[config.mk]
export PLATFORM = sky130hd
export DESIGN_NAME = arm7tdmi_cp_handshake_flat
export DESIGN_NICKNAME = d
export VERILOG_FILES = /design/src/rtl/arm7tdmi_cp_handshake_if.sv /design/src/rtl/arm7tdmi_cp_handshake.sv /design/src/flat_wrapper.sv
export SDC_FILE = /design/constraint.sdc
export NUM_CORES = 1
export LEC_CHECK = 0
export CORE_ASPECT_RATIO = 1.2
export CORE_UTILIZATION = 46
export CTS_CLUSTER_SIZE = 10
export DETAILED_ROUTE_END_ITERATION = 7
export GPL_ROUTABILITY_DRIVEN = 0
export PLACE_DENSITY = 0.86
export SETUP_SLACK_MARGIN = 0.3
export SYNTH_ARGS = -nofsm -noshare
export SYNTH_HDL_FRONTEND = slang
export SYNTH_SLANG_ARGS = --single-unit
export TNS_END_PERCENT = 1
[constraint.sdc]
create_clock -name clk -period 2.75 [get_ports clk]
set_input_delay 0.55 -clock clk [delete_from_list [all_inputs] [get_ports clk]]
set_output_delay 0.55 -clock clk [all_outputs]
set_load 0.01 [all_outputs]
[src/rtl/arm7tdmi_cp_handshake_if.sv]
// rtl/arm7tdmi_cp_handshake_if.sv - issue, coprocessor and word-transfer signal bundle for the cp handshake
interface arm7tdmi_cp_handshake_if;
   logic        issue_valid;
   logic        issue_ready;
   logic [2:0]  issue_op;
   logic [3:0]  issue_cpnum;
   logic [4:0]  issue_len;
   logic [31:0] issue_wdata;
   logic        cpi;
   logic [3:0]  cp_num;
   logic [2:0]  cp_op;
   logic        cp_absent;
   logic        cp_busy;
   logic [31:0] cp_wdata;
   logic        cp_wvalid;
   logic [31:0] cp_rdata;
   logic        cp_rvalid;
   logic        xfer_req;
   logic        xfer_last;
   logic        xfer_ack;
   logic        done;
   logic [31:0] result;
   logic        undef;
   logic        timeout;

   modport master (
      input  issue_valid, issue_op, issue_cpnum, issue_len, issue_wdata,
      input  cp_absent, cp_busy, cp_rdata, cp_rvalid, xfer_ack,
      output issue_ready, cpi, cp_num, cp_op, cp_wdata, cp_wvalid,
      output xfer_req, xfer_last, done, result, undef, timeout
   );

   modport slave (
      output issue_valid, issue_op, issue_cpnum, issue_len, issue_wdata,
      output cp_absent, cp_busy, cp_rdata, cp_rvalid, xfer_ack,
      input  issue_ready, cpi, cp_num, cp_op, cp_wdata, cp_wvalid,
      input  xfer_req, xfer_last, done, result, undef, timeout
   );
endinterface

[src/rtl/arm7tdmi_cp_handshake.sv]
// rtl/arm7tdmi_cp_handshake.sv - coprocessor handshake controller (busy timeout under ARM7TDMI_CP_TIMEOUT_EN)
module arm7tdmi_cp_handshake #(
   parameter int BUSY_TIMEOUT = 1024,
   parameter int MAX_XFER     = 16
) (
   input  logic                           clk,
   input  logic                           rst_n,
   arm7tdmi_cp_handshake_if.master        bus
);
   typedef enum logic [2:0] {
      S_IDLE, S_ISSUE, S_BUSY, S_MCR_W, S_MRC_R, S_XFER, S_FIN
   } state_t;

   localparam logic [2:0] OP_CDP  = 3'b000;
   localparam logic [2:0] OP_MRC  = 3'b100;
   localparam logic [2:0] OP_MCR  = 3'b110;
   localparam logic [4:0] MAX_LEN = 5'(MAX_XFER);

   if (MAX_XFER < 1 || MAX_XFER > 31 || BUSY_TIMEOUT < 1) begin : g_bad_param
      $error("arm7tdmi_cp_handshake: parameter out of range");
   end

   state_t      state, state_nxt, dispatch_state;
   logic [2:0]  op_q;
   logic [3:0]  num_q;
   logic [4:0]  len_q, xcnt_q, len_eff;
   logic [31:0] wdata_q, result_q;
   logic        undef_q, timeout_q;
   logic        accept, op_reserved, last_word, busy_expired;

   assign op_reserved = (bus.issue_op == 3'b011) || (bus.issue_op == 3'b101) ||
                        (bus.issue_op == 3'b111);
   assign bus.issue_ready = rst_n && (state == S_IDLE) && !undef_q && !timeout_q;
   assign accept      = bus.issue_ready && bus.issue_valid;
   assign len_eff     = (bus.issue_len == 5'd0)    ? 5'd1    :
                        (bus.issue_len > MAX_LEN)  ? MAX_LEN : bus.issue_len;
   assign last_word   = (state == S_XFER) && (xcnt_q == len_q - 5'd1);

   always_comb begin
      case (op_q)
         OP_CDP:  dispatch_state = S_FIN;
         OP_MCR:  dispatch_state = S_MCR_W;
         OP_MRC:  dispatch_state = S_MRC_R;
         default: dispatch_state = S_XFER;
      endcase
   end

`ifdef ARM7TDMI_CP_TIMEOUT_EN
   localparam int CW = $clog2(BUSY_TIMEOUT + 1);
   logic [CW-1:0] busy_cnt_q;

   always_ff @(posedge clk or negedge rst_n) begin
      if (!rst_n)                busy_cnt_q <= '0;
      else if (state != S_BUSY)  busy_cnt_q <= '0;
      else                       busy_cnt_q <= busy_cnt_q + 1'b1;
   end

   assign busy_expired = (state == S_BUSY) && (busy_cnt_q == CW'(BUSY_TIMEOUT - 1));

   always_ff @(posedge clk or negedge rst_n) begin
      if (!rst_n) timeout_q <= 1'b0;
      else        timeout_q <= busy_expired && bus.cp_busy && !bus.cp_absent;
   end
`else
   assign busy_expired = 1'b0;
   assign timeout_q    = 1'b0;
`endif

   always_ff @(posedge clk or negedge rst_n) begin
      if (!rst_n) state <= S_IDLE;
      else        state <= state_nxt;
   end

   // absent beats busy; a busy drop beats an expiring counter in the same cycle
   always_comb begin
      state_nxt = state;
      case (state)
         S_IDLE:  if (accept && !op_reserved) state_nxt = S_ISSUE;
         S_ISSUE, S_BUSY: begin
            if (bus.cp_absent)      state_nxt = S_IDLE;
            else if (!bus.cp_busy)  state_nxt = dispatch_state;
            else if (busy_expired)  state_nxt = S_IDLE;
            else                    state_nxt = S_BUSY;
         end
         S_MCR_W: state_nxt = S_FIN;
         S_MRC_R: if (bus.cp_rvalid) state_nxt = S_FIN;
         S_XFER:  if (bus.xfer_ack && last_word) state_nxt = S_FIN;
         S_FIN:   state_nxt = S_IDLE;
         default: state_nxt = S_IDLE;
      endcase
   end

   always_comb begin
      bus.cpi       = (state == S_ISSUE) || (state == S_BUSY);
      bus.cp_wvalid = (state == S_MCR_W);
      bus.cp_wdata  = (state == S_MCR_W) ? wdata_q : 32'd0;
      bus.xfer_req  = (state == S_XFER);
      bus.xfer_last = last_word;
      bus.done      = (state == S_FIN);
   end

   always_ff @(posedge clk or negedge rst_n) begin
      if (!rst_n) begin
         op_q     <= '0;
         num_q    <= '0;
         len_q    <= '0;
         wdata_q  <= '0;
         xcnt_q   <= '0;
         result_q <= '0;
         undef_q  <= 1'b0;
      end else begin
         if (accept) begin
            op_q    <= bus.issue_op;
            num_q   <= bus.issue_cpnum;
            len_q   <= len_eff;
            wdata_q <= bus.issue_wdata;
            xcnt_q  <= '0;
         end else if (state == S_XFER && bus.xfer_ack) begin
            xcnt_q  <= xcnt_q + 5'd1;
         end
         if (state == S_MRC_R && bus.cp_rvalid) result_q <= bus.cp_rdata;
         undef_q <= (accept && op_reserved) || (bus.cpi && bus.cp_absent);
      end
   end

   assign bus.cp_num  = num_q;
   assign bus.cp_op   = op_q;
   assign bus.result  = result_q;
   assign bus.undef   = undef_q;
   assign bus.timeout = timeout_q;
endmodule
[src/flat_wrapper.sv]
// flat-port wrapper written by rule: the top's interface ports become plain ports
module arm7tdmi_cp_handshake_flat 
#(
   parameter int BUSY_TIMEOUT = 1024,
   parameter int MAX_XFER     = 16
)
  (clk, rst_n, bus_issue_valid, bus_issue_op, bus_issue_cpnum, bus_issue_len, bus_issue_wdata, bus_cp_absent, bus_cp_busy, bus_cp_rdata, bus_cp_rvalid, bus_xfer_ack, bus_issue_ready, bus_cpi, bus_cp_num, bus_cp_op, bus_cp_wdata, bus_cp_wvalid, bus_xfer_req, bus_xfer_last, bus_done, bus_result, bus_undef, bus_timeout);
  arm7tdmi_cp_handshake_if bus_i ();
  input  logic clk;
  input  logic rst_n;
  input wire logic [$bits(bus_i.issue_valid)-1:0] bus_issue_valid;
  input wire logic [$bits(bus_i.issue_op)-1:0] bus_issue_op;
  input wire logic [$bits(bus_i.issue_cpnum)-1:0] bus_issue_cpnum;
  input wire logic [$bits(bus_i.issue_len)-1:0] bus_issue_len;
  input wire logic [$bits(bus_i.issue_wdata)-1:0] bus_issue_wdata;
  input wire logic [$bits(bus_i.cp_absent)-1:0] bus_cp_absent;
  input wire logic [$bits(bus_i.cp_busy)-1:0] bus_cp_busy;
  input wire logic [$bits(bus_i.cp_rdata)-1:0] bus_cp_rdata;
  input wire logic [$bits(bus_i.cp_rvalid)-1:0] bus_cp_rvalid;
  input wire logic [$bits(bus_i.xfer_ack)-1:0] bus_xfer_ack;
  output wire logic [$bits(bus_i.issue_ready)-1:0] bus_issue_ready;
  output wire logic [$bits(bus_i.cpi)-1:0] bus_cpi;
  output wire logic [$bits(bus_i.cp_num)-1:0] bus_cp_num;
  output wire logic [$bits(bus_i.cp_op)-1:0] bus_cp_op;
  output wire logic [$bits(bus_i.cp_wdata)-1:0] bus_cp_wdata;
  output wire logic [$bits(bus_i.cp_wvalid)-1:0] bus_cp_wvalid;
  output wire logic [$bits(bus_i.xfer_req)-1:0] bus_xfer_req;
  output wire logic [$bits(bus_i.xfer_last)-1:0] bus_xfer_last;
  output wire logic [$bits(bus_i.done)-1:0] bus_done;
  output wire logic [$bits(bus_i.result)-1:0] bus_result;
  output wire logic [$bits(bus_i.undef)-1:0] bus_undef;
  output wire logic [$bits(bus_i.timeout)-1:0] bus_timeout;
  assign bus_i.issue_valid = bus_issue_valid;
  assign bus_i.issue_op = bus_issue_op;
  assign bus_i.issue_cpnum = bus_issue_cpnum;
  assign bus_i.issue_len = bus_issue_len;
  assign bus_i.issue_wdata = bus_issue_wdata;
  assign bus_i.cp_absent = bus_cp_absent;
  assign bus_i.cp_busy = bus_cp_busy;
  assign bus_i.cp_rdata = bus_cp_rdata;
  assign bus_i.cp_rvalid = bus_cp_rvalid;
  assign bus_i.xfer_ack = bus_xfer_ack;
  assign bus_issue_ready = bus_i.issue_ready;
  assign bus_cpi = bus_i.cpi;
  assign bus_cp_num = bus_i.cp_num;
  assign bus_cp_op = bus_i.cp_op;
  assign bus_cp_wdata = bus_i.cp_wdata;
  assign bus_cp_wvalid = bus_i.cp_wvalid;
  assign bus_xfer_req = bus_i.xfer_req;
  assign bus_xfer_last = bus_i.xfer_last;
  assign bus_done = bus_i.done;
  assign bus_result = bus_i.result;
  assign bus_undef = bus_i.undef;
  assign bus_timeout = bus_i.timeout;
  arm7tdmi_cp_handshake #(.BUSY_TIMEOUT(BUSY_TIMEOUT), .MAX_XFER(MAX_XFER)) u_core (.clk(clk), .rst_n(rst_n), .bus(bus_i));
endmodule
* Yosys cells after proc, flatten, opt, wreduce, memory -nomap -nowiden *
Index checks and enable logic that the tools add are counted.
Widths: inputs -> output; s select.

storage, ports and cells
  bits in registers = 85
  bits in latches = 0
  memory bits (writable) = 0
  ROM bits = 0
  input bits = 83
  output and inout bits = 79
  logic and storage cells = 60
  memories = 0

operators by class
  add/sub/neg operators = 2
  multipliers = 0
  div/mod/pow operators = 0
  magnitude comparators = 1
  equality and inequality tests = 15
  shift operators = 0
  multiplexer cells = 12
  bitwise gates (word level) = 0
  reduce and logical (&&, ||, !) cells = 22

operator list
  kind                 number
  $mux 32              1
  $eq 3x3->1 const B   7
  $mux 5               4
  $mux 3               5
  $pmux 3 s5           1
  $logic_and 1x1->1    10
  $eq 3x2->1 const B   3
  $pmux 3 s3           1
  $logic_not 3->1      2
  $add 5x1->5 const B  1
  $eq 5x5->1           1
  $gt 5x5->1 const B   1
  $logic_not 5->1      1
  $sub 5x1->5 const B  1
  $logic_or 1x1->1     4
  $ne 2x2->1 const B   2
  $eq 3x1->1 const B   1
  $reduce_and 3->1     1
  $logic_not 1->1      2
  $ne 2x1->1 const B   1
  $reduce_bool 2->1    1
  $reduce_or 2->1      1

* Depth between registers and ports, before layout *
  depth in word-level cells = 7
  depth in mapped cells = 9
  gate-level depth less buffers = 7

* Worst setup path after synthesis *
OpenSTA, ideal clock, no wires.

  path kind = reg-to-output
  from = reg u_core.len_q[0]
  to = out bus_xfer_last
  arrival time = 1.544 ns
  data required time = 2.200 ns
  path slack = 0.656 ns
  cell stages (with the launch flop) = 6
  cells stage by stage = dfrtp_1 inv_1 ha_1 nor2b_1 o311ai_0 nor4b_1

on the way
  longest elaborated chain between the ends = 3

ends and longest elaborated chain
  item                      RTL line                      RTL
  start: declaration        arm7tdmi_cp_handshake.sv:26   logic [4:0] len_q, xcnt_q, len_eff;
  start signal: assignment  arm7tdmi_cp_handshake.sv:115  len_q <= len_eff;
  $sub 5x1->5               arm7tdmi_cp_handshake.sv:37   assign last_word = (state == S_XFER) && (xcnt_q == len_q - 5'd1);
  $eq 5x5->1                arm7tdmi_cp_handshake.sv:37
  $logic_and 1x1->1         arm7tdmi_cp_handshake.sv:37
  end: declaration          flat_wrapper.sv:28            output wire logic [$bits(bus_i.xfer_last)-1:0] bus_xfer_last;

Every way passes these cells.

* Worst setup path after layout *
  from = reg u_core.state[0]
  to = out bus_cp_wdata[11]

on the way
  longest elaborated chain between the ends = 2

ends and longest elaborated chain
  item                      RTL line                     RTL
  start: declaration        arm7tdmi_cp_handshake.sv:23  state_t state, state_nxt, dispatch_state;
  start signal: assignment  arm7tdmi_cp_handshake.sv:71  else state <= state_nxt;
  $eq 3x2->1                arm7tdmi_cp_handshake.sv:96  bus.cp_wdata = (state == S_MCR_W) ? wdata_q : 32'd0;
  $mux 32                   arm7tdmi_cp_handshake.sv:96
  end: declaration          flat_wrapper.sv:25           output wire logic [$bits(bus_i.cp_wdata)-1:0] bus_cp_wdata;

Every way passes these cells.

==> flow_metrics.py <==
metrics = {
    "setup_path": {
        "cp_max_fo": 8,
        "end_kind": "primary output",
        "startpoint_type": "flop",
        "critPathKind": "flop to primary output",
        "cp.required_ns": 2.20,
        "worst-endpoint-arrival_ns": 2.01,
    },
    "clocking": {
        "cts_tree": "built",
        "h-tree-depth": 3,
        "hold_buffers": 0,
        "clk-insertion-delay-late_ns": 0.35,
        "path_clk_slew_ns": 0.08,
        "clock-sinks": 85,
        "root_buffer": "clkbuf_8",
        "cts_buffer_depth": 2,
        "cts_made_buffers": 9,
    },
    "synthesis": {
        "synth_edf_count": 0,
        "synth_flop_cell": "dfrtp_1",
        "syn_area_um2": 3810,
        "yosys-top-cells-area": "dfrtp_1 (56%), nand2_1 (12%), mux2_2 (8.9%), and2_1 (5.6%), buf_4 (1.4%)",
        "ys_types": 45,
        "yosysSeqAreaShare_pct": 55.8,
        "ys_ff_latch": 85,
        "syn_area_per_cell_um2": 10.2,
        "postSynthNetCount": 457,
        "synth_largest_area_cell": "dfrtp_1",
        "yosys_warnings": 0,
        "synth_top_area_share_pct": 55.8,
        "synth_cells": 372,
        "ys_async_sr_fraction_pct": 100,
    },
    "route": {
        "route.detailed.drc": 0,
        "postRouteAntennaNets": 0,
        "wire_per_inst_um": 14.8,
        "via_count": 3167,
        "dr.pass1.iters": 4,
        "via_per_inst": 4.99,
        "drtIter0Drc": 121,
        "wirelength_mm": 9.42,
    },
    "sta": {
        "drv_slew": 0,
        "maxSlewHeadroom_pct": 31.8,
        "final_hold_viol_count": 0,
        "fin_skew_ns": 0.00868,
        "worst_pin_slew_ns": 1.02,
        "period_share_pct": 93.3,
        "tns_ns": 0,
        "fmax_mhz": 390,
        "post-route-min-period_ns": 2.56,
        "setup_viol": 0,
        "rsz0062_at_grt": "true",
    },
    "floorplan": {
        "die_area_um2": 8650,
        "die_w_um": 85.1,
        "num_io_pins": 162,
        "core_um2": 8060,
        "die_h_um": 102,
        "rows": 36,
        "initial_utilization_pct": 47.3,
    },
    "placement": {
        "dp_hpwl_mm": 6.47,
        "numPortBuffers": 160,
    },
    "final_layout": {
        "regArea_um2": 2130,
        "final_common_cell": "clkdlybuf4s50_1",
        "layout.nets": 620,
        "antennaDiodeCount": 0,
        "syn_to_final_growth_pct": 50.7,
        "multiInputGateArea_um2": 1580,
        "mostFrequentLayoutCells": "clkdlybuf4s50_1 (156), nand2_1 (124), dfrtp_1 (84), and2_1 (33), mux2_2 (30)",
        "fill_cells": 609,
        "layout-drive-gt1-share_pct": 13.7,
    },
    "run_status": {
        "status": "finished, final reports clean",
    },
    "grt": {
        "grt_overflow": 0,
        "grt_pass1_vias": 3178,
        "grt_antenna_before_repair": 0,
        "grt_first_pass_wirelength_mm": 15.0,
        "track_usage_pct": 22.5,
        "grt_max_degree": 86,
    },
    "pwr": {
        "switching_share_pct": 33.8,
        "p_total_mw": 5.22,
        "switchingPower_mw": 1.76,
        "vdd_ir_drop_max_uv": 467,
        "p_per_area_nw_per_um2": 909,
        "combPwrFrac_pct": 44.0,
        "p_clk_share_pct": 14.4,
        "p_int_mw": 3.45,
        "seqPwrFrac_pct": 41.6,
        "power_leakage_nw": 2.60,
    },
    "job": {
        "drv_cap": 0,
    },
    "hold_path": {
        "hold_class": "flop to flop",
    },
}
-- Yosys cell counts (2+ instances only) --
master / instances
nand2_1: 124
dfrtp_1: 85
and2_1: 34
mux2_2: 30
o21ai_0: 10
nor2_1: 8
buf_2: 7
buf_4: 7
clkbuf_1: 6
inv_1: 6
xnor2_1: 6
nor3_1: 5
xor2_1: 5
a21oi_1: 2
ha_1: 2
mux2_1: 2
nand2b_1: 2
nand3_1: 2
nand4_1: 2
nor2b_1: 2
-- metrics by stage --
stage	hold slack, ns	area [um^2]	instances	setup slack (ns)	utilization [%]
2_1_floorplan	0.254	3810	372	0.656	-
3_3_place_gp	0.449	5480	613	0.179	68.0
3_5_place_dp	0.455	5480	613	0.0720	68.0
4_1_cts	0.475	5720	635	0.213	70.9
5_1_grt	0.488	5740	635	0.0863	71.2
6_report	0.471	5740	635	0.186	71.2
-- flip-flops by register name, indices dropped and copies added (netlist names) --
signal	cells
u_core.len_q	5
u_core.bus.result	32
u_core.wdata_q	32
u_core.xcnt_q	5
u_core.bus.cp_op	3
u_core.bus.undef	1
u_core.state	3
u_core.bus.cp_num	4
-- critical path, stage by stage, from the launching register on --
cell             delay [ns]
dfrtp_1                0.36
inv_1                  0.10
nor3_4                 0.24
buf_12                 0.14
buf_4                  0.15
and2_1                 0.14
clkdlybuf4s50_1        0.54
-- power by group through the flow --
stage,sequential [mW],clock (mW),combinational [mW]
after floorplan,2.24,0,1.07
after global placement,2.14,0,2.14
after detailed placement,2.19,0,2.22
after CTS,2.17,0.763,2.29
after global routing,2.24,0.817,2.52
final,2.17,0.750,2.30
-- path summary, 6_finish.rpt --
check,slack (ns),start,cells past startpoint,to
setup / recovery,0.19,u_core.state[0],6,bus_cp_wdata[11]
hold / removal,0.47,u_core.wdata_q[26],2,u_core.wdata_q[26]
setup reg to reg,0.78,u_core.state[0],7,u_core.len_q[0]
hold reg to reg,0.47,u_core.wdata_q[26],2,u_core.wdata_q[26]
max in group asynchronous,1.57,rst_n,2,u_core.state[2]
min in group asynchronous,0.50,rst_n,2,u_core.bus.result[30]
-- metal layers --
layer	GRT usage (%)	wire [um]	vias to the layer above
met3	4.81	689	15
met2	37.4	4580	132
met5	0	0	-
met1	28.6	3990	1497
met4	9.65	165	0
li1	-	-	1523
-- final cells by class --
cell class	count	share of cell area, %
Clock buffer	11	2.29
Clock inverter	5	0.480
Inverter	7	0.458
Multi-Input combinational cell	259	27.6
Sequential cell	85	37.1
Tap cell	95	2.07
Timing Repair Buffer	173	30.1
-- timing repair --
| item | CTS | global route |
|---|---|---|
| hold endpoints to repair | 0 | 0 |
| setup buffers | 2 | 0 |
| cloned | 4 | 0 |
| setup endpoints to repair | 34 | 36 |
| resized for setup | 15 | 4 |
| pin swaps | 2 | 0 |
-- kinds of logic (layout without fill, tap and decap cells) --
family                   Yosys count  in the layout  synth area share (%)
XOR/XNOR                          11             11                  2.53
AO/OA/AOI/OAI                     23             23                  4.11
flip-flops                        85             85                  55.8
adder cells (fa/ha/maj)            3              3                 0.919
multiplexers                      33             33                  9.72
AND/OR/NAND/NOR                  188            188                  22.9
buffers and inverters             28            196                  3.87
other                              1              1                0.0984
(Power assumes the default switching activity.)
==> edit 1: new RTL, config.mk and constraints unchanged <==
`MAX_XFER` is set to 16 in 2 places; all go to 12.
--- a/src/rtl/arm7tdmi_cp_handshake.sv
+++ b/src/rtl/arm7tdmi_cp_handshake.sv
@@ -2,5 +2,5 @@
 module arm7tdmi_cp_handshake #(
    parameter int BUSY_TIMEOUT = 1024,
-   parameter int MAX_XFER     = 16
+   parameter int MAX_XFER     = 12
 ) (
    input  logic                           clk,
--- a/src/flat_wrapper.sv
+++ b/src/flat_wrapper.sv
@@ -3,5 +3,5 @@
 #(
    parameter int BUSY_TIMEOUT = 1024,
-   parameter int MAX_XFER     = 16
+   parameter int MAX_XFER     = 12
 )
   (clk, rst_n, bus_issue_valid, bus_issue_op, bus_issue_cpnum, bus_issue_len, bus_issue_wdata, bus_cp_absent, bus_cp_busy, bus_cp_rdata, bus_cp_rvalid, bus_xfer_ack, bus_issue_ready, bus_cpi, bus_cp_num, bus_cp_op, bus_cp_wdata, bus_cp_wvalid, bus_xfer_req, bus_xfer_last, bus_done, bus_result, bus_undef, bus_timeout);
Formal check against the unedited RTL: no difference found for any inputs over 10 cycles, from zero or initial values and one cycle with rst_n low; that may be too few to reach the edited logic, so the function may still have changed.
==> edit 1 against the unedited design <==
The run now ends with design-rule violations left; critical path type unchanged; wire length increased by 5.3%; design area increased by 0.11%; clock skew increased by 5.4 ps; area after synthesis decreased by 2.1%; synthesized cell count decreased by 1.1%; non-clock buffer count increased by 1; sequential cell count unchanged; total power increased by 2.6%; worst setup slack improved by 170 ps; first-iteration DRC count increased by 41%.
==> edit 1: results (changes against the unedited design) <==
Drt
  • Wirelength per Cell: 15.7 µm (was 14.8 µm)
  • Drt drc: 18 (was 0)
  • DR vias/cell: 5.02 (was 4.99)
  • 1st-pass router iterations: 8 (was 4)
  • Routed length on met3: 560 µm (was 689 µm)
  • Met2 wire len: 5420 µm (was 4580 µm)
  • Routed length on met1: 3660 µm (was 3990 µm)

Run status
  • Outcome: finished, violations left (was completed)
  • Failing checks: design-rule violations

Final layout
  • Filler-free cell count of the finished design: 631 (was 635)
  • Final nets: 619 (was 620)
  • Final Util: 0.741 (was 0.712)
  • Inverters: 4 (was 7)
  • Data buffer area share: 0.297 (was 0.301)
  • Non-clock buffers: 174 (was 173)
  • Sequential cell area share: 0.371 (about the same)
  • Multi-In Gates: 260 (was 259)

Logic synthesis
  • Synth area leaders: dfrtp_1 57%, nand2_1 13%, mux2_2 9.7% (was dfrtp_1 56%, nand2_1 12%, mux2_2 8.9%)
  • Synth Area in Compound Gates: 0.0325 (was 0.0411)
  • Post-Synthesis Cells: 368 (was 372)
  • Synth cell types: 36 (was 45)
  • Top cells by count, synth: 130 x nand2_1, 85 x dfrtp_1, 35 x and2_1 (was 124 x nand2_1, 85 x dfrtp_1, 34 x and2_1)
  • Mapped Nets: 453 (was 457)
  • Mux contribution to synthesized area: 0.0993 (was 0.0972)
  • Adder-Cell Fraction of Synth Area: 0.00939 (was 0.00920)

Power and ir drop
  • Comb pwr: 0.00226 W (was 0.00230 W)
  • Leakage Power: 2.62 nW (was 2.60 nW)
  • Sw Pwr: 0.00177 W (was 0.00176 W)

Placement
  • DP Cell Count: 607 (was 613)
  • DP Worst Slack: 202 ps (was 72.0 ps)

Worst hold path
  • Hold EP: u_core.wdata_q[7] (was u_core.wdata_q[26])

Timing
  • Tightest Pin Transition: 1050 ps (was 1020 ps)
  • Clk_skew: 14.1 ps (was 8.68 ps)
  • Final hold slack: 468 ps (was 471 ps)

Clocking
  • Setup Fix Bufs, Post-CTS: 1 (was 2)
  • Post-CTS sizing: 5 (was 15)

GRT
  • First-pass GRT wire length: 15200 µm (was 15000 µm)
  • Vias in the first global route: 3091 (was 3178)
  • All-Layer GR Usage: 0.236 (was 0.225)

Critical path
  • WP data arrival: 1840 ps (was 2010 ps)
  • R2r endpoint: u_core.wdata_q[19] (was u_core.len_q[0])
  • CP max FO: 2 (was 8)
  • CP delay by family, top: simple AND/OR/NAND/NOR gates (was buffers and inverters)
  • Flop-to-flop setup slack: 510 ps (was 780 ps)
  • CP max stage cell: dfrtp_1 (was clkdlybuf4s50_1)

Die
  • N_taps: 92 (was 95)
==> edit 1: changes by cell type after synthesis, moves of 3 or more <==
cell     delta
nor3_1      -3
nand2_1     +6
buf_4       -6
buf_2       +3
o21ai_0     -6
nor2_1      +6
==> edit 1: per-layer routing <==
metal	track usage	up-vias
li1	-	1516
met1	0.269	1530
met2	0.431	100
met3	0.0393	21
met4	0.117	0
met5	0	-
==> edit 1: worst max path at each step <==
stage | from | cells after the start | end | slack, ps
5_1_grt | u_core.len_q[0] | 6 | bus_xfer_last | 270
3_5_place_dp | u_core.len_q[0] | 6 | bus_xfer_last | 200
6_report | u_core.len_q[0] | 6 | bus_xfer_last | 360
2_1_floorplan | u_core.len_q[0] | 5 | bus_xfer_last | 880
4_1_cts | u_core.state[2] | 4 | bus_cp_wdata[24] | 190
3_3_place_gp | u_core.len_q[0] | 6 | bus_xfer_last | 320
==> edit 2: new RTL, same settings <==
Without the edit above. Encoding of `state_t`: now Gray code (3 bits for 7 states).
--- a/src/rtl/arm7tdmi_cp_handshake.sv
+++ b/src/rtl/arm7tdmi_cp_handshake.sv
@@ -9,5 +9,5 @@
 );
    typedef enum logic [2:0] {
-      S_IDLE, S_ISSUE, S_BUSY, S_MCR_W, S_MRC_R, S_XFER, S_FIN
+      S_IDLE = 3'b000, S_ISSUE = 3'b001, S_BUSY = 3'b011, S_MCR_W = 3'b010, S_MRC_R = 3'b110, S_XFER = 3'b111, S_FIN = 3'b101
    } state_t;
 
Function: same outputs for any inputs over 10 cycles, from zero or initial values and one cycle with rst_n low; not proved beyond that.
==> edit 2 against the unedited design <==
The flow now finishes with violations (design-rule violations); area after synthesis fell by 2.1%; design area grew 1.6%; critical path depth rose by 12; clock power is 31% higher; synthesized cell count shrank 2.4%; sequential cell count unchanged; sequential power fell by 2%; worst setup slack lost 110 ps; total power is 3.1% higher; wire length down 0.41%; highest routed layer unchanged.
==> edit 2: results (changes against the unedited design) <==
Placement
  • DP Cell Count: 603 (was 613)
  • DP Worst Slack: 248 ps (was 72.0 ps)
  • DP HPWL: 6570 µm (was 6470 µm)
  • Placed Area: 5390 µm² (was 5480 µm²)

Final layout
  • Layout cells sized above 1: 0.153 (was 0.137)
  • Inverters: 4 (was 7)
  • Non-clock buffers: 184 (was 173)
  • Data buffer area share: 0.314 (was 0.301)

Critical path
  • Max incr delay on CP: 410 ps (was 540 ps)
  • CP max stage cell: dfrtp_1 (was clkdlybuf4s50_1)
  • WP data arrival: 2910 ps (was 2010 ps)
  • Flop-to-flop setup slack: 80 ps (was 780 ps)

Power and ir drop
  • Sw Pwr: 0.00172 W (was 0.00176 W)
  • Maximum vdd drop: 0.000449 V (was 0.000467 V)

Drt
  • Drt drc: 30 (was 0)
  • Met2 wire len: 4700 µm (was 4580 µm)
  • Routed WL: 9380 µm (was 9420 µm)
  • Routed length on met3: 732 µm (was 689 µm)

Logic synthesis
  • Top cells by count, synth: 128 x nand2_1, 85 x dfrtp_1, 34 x and2_1 (was 124 x nand2_1, 85 x dfrtp_1, 34 x and2_1)
  • Synth area leaders: dfrtp_1 57%, nand2_1 13%, mux2_2 9.7% (was dfrtp_1 56%, nand2_1 12%, mux2_2 8.9%)
  • Mean post-synth cell area: 10.3 µm² (was 10.2 µm²)
  • Share of the synthesized area in the top cell type: 0.570 (was 0.558)

Die
  • Die W: 84.2 µm (was 85.1 µm)

Run status
  • Outcome: finished, violations left (was completed)
  • Failing checks: design-rule violations

Timing
  • Clk_skew: 14.8 ps (was 8.68 ps)
  • Tightest Pin Transition: 571 ps (was 1020 ps)
  • Final hold slack: 271 ps (was 471 ps)

Worst hold path
  • Min-delay worst type: primary input to async pin (was flop to flop)

GRT
  • All-Layer GR Usage: 0.232 (was 0.225)
  • Vias in the first global route: 3253 (was 3178)
[edit 2: what timing repair did]
action | CTS | global route
pin swaps | 6 | 5
setup buffers | 15 | 1
resized for setup | 22 | 7
setup endpoints to repair | 34 | 36
[edit 2: worst max-delay path: cells and delay by family (launching register included)]
kind / cells / cell delay [ps]
AO/OA/AOI/OAI: 1 / 270
XOR/XNOR: 1 / 100
buffers and inverters: 13 / 1160
flip-flops: 1 / 410
AND/OR/NAND/NOR: 3 / 600
[edit 2: logic make-up (layout without fill, tap and decap cells)]
group / after synthesis / in the layout / synth area share
flops: 85 / 85 / 0.570
xor+xnor: 9 / 9 / 0.0211
other cells: 1 / 1 / 0.00101
mux: 33 / 33 / 0.0993
simple gates: 195 / 195 / 0.241
buf+inv: 24 / 204 / 0.0352
fa+ha+maj: 2 / 2 / 0.00671
compound gates: 14 / 14 / 0.0252
[edit 2: power groups by stage]
stage | registers [W] | logic [W] | clock network, W
2_1_floorplan | 0.00220 | 0.000915 | 0
3_3_place_gp | 0.00210 | 0.00200 | 0
3_5_place_dp | 0.00215 | 0.00207 | 0
4_1_cts | 0.00213 | 0.00225 | 0.000999
5_1_grt | 0.00220 | 0.00247 | 0.00105
6_report | 0.00213 | 0.00227 | 0.000983
[edit 2: worst paths after layout]
path | to | depth (start not counted)
max reg2reg | u_core.state[1] | 18
min reg2reg | u_core.wdata_q[15] | 2
min in group clk | u_core.wdata_q[15] | 2
min | u_core.bus.result[4] | 2
max | u_core.state[1] | 18
max in group asynchronous | u_core.bus.result[5] | 3
[edit 2: metal layers]
| metal | vias to the layer above | track usage |
|---|---|---|
| li1 | 1510 | - |
| met1 | 1463 | 0.273 |
| met2 | 123 | 0.400 |
| met3 | 18 | 0.0590 |
| met4 | 0 | 0.107 |
| met5 | - | 0 |
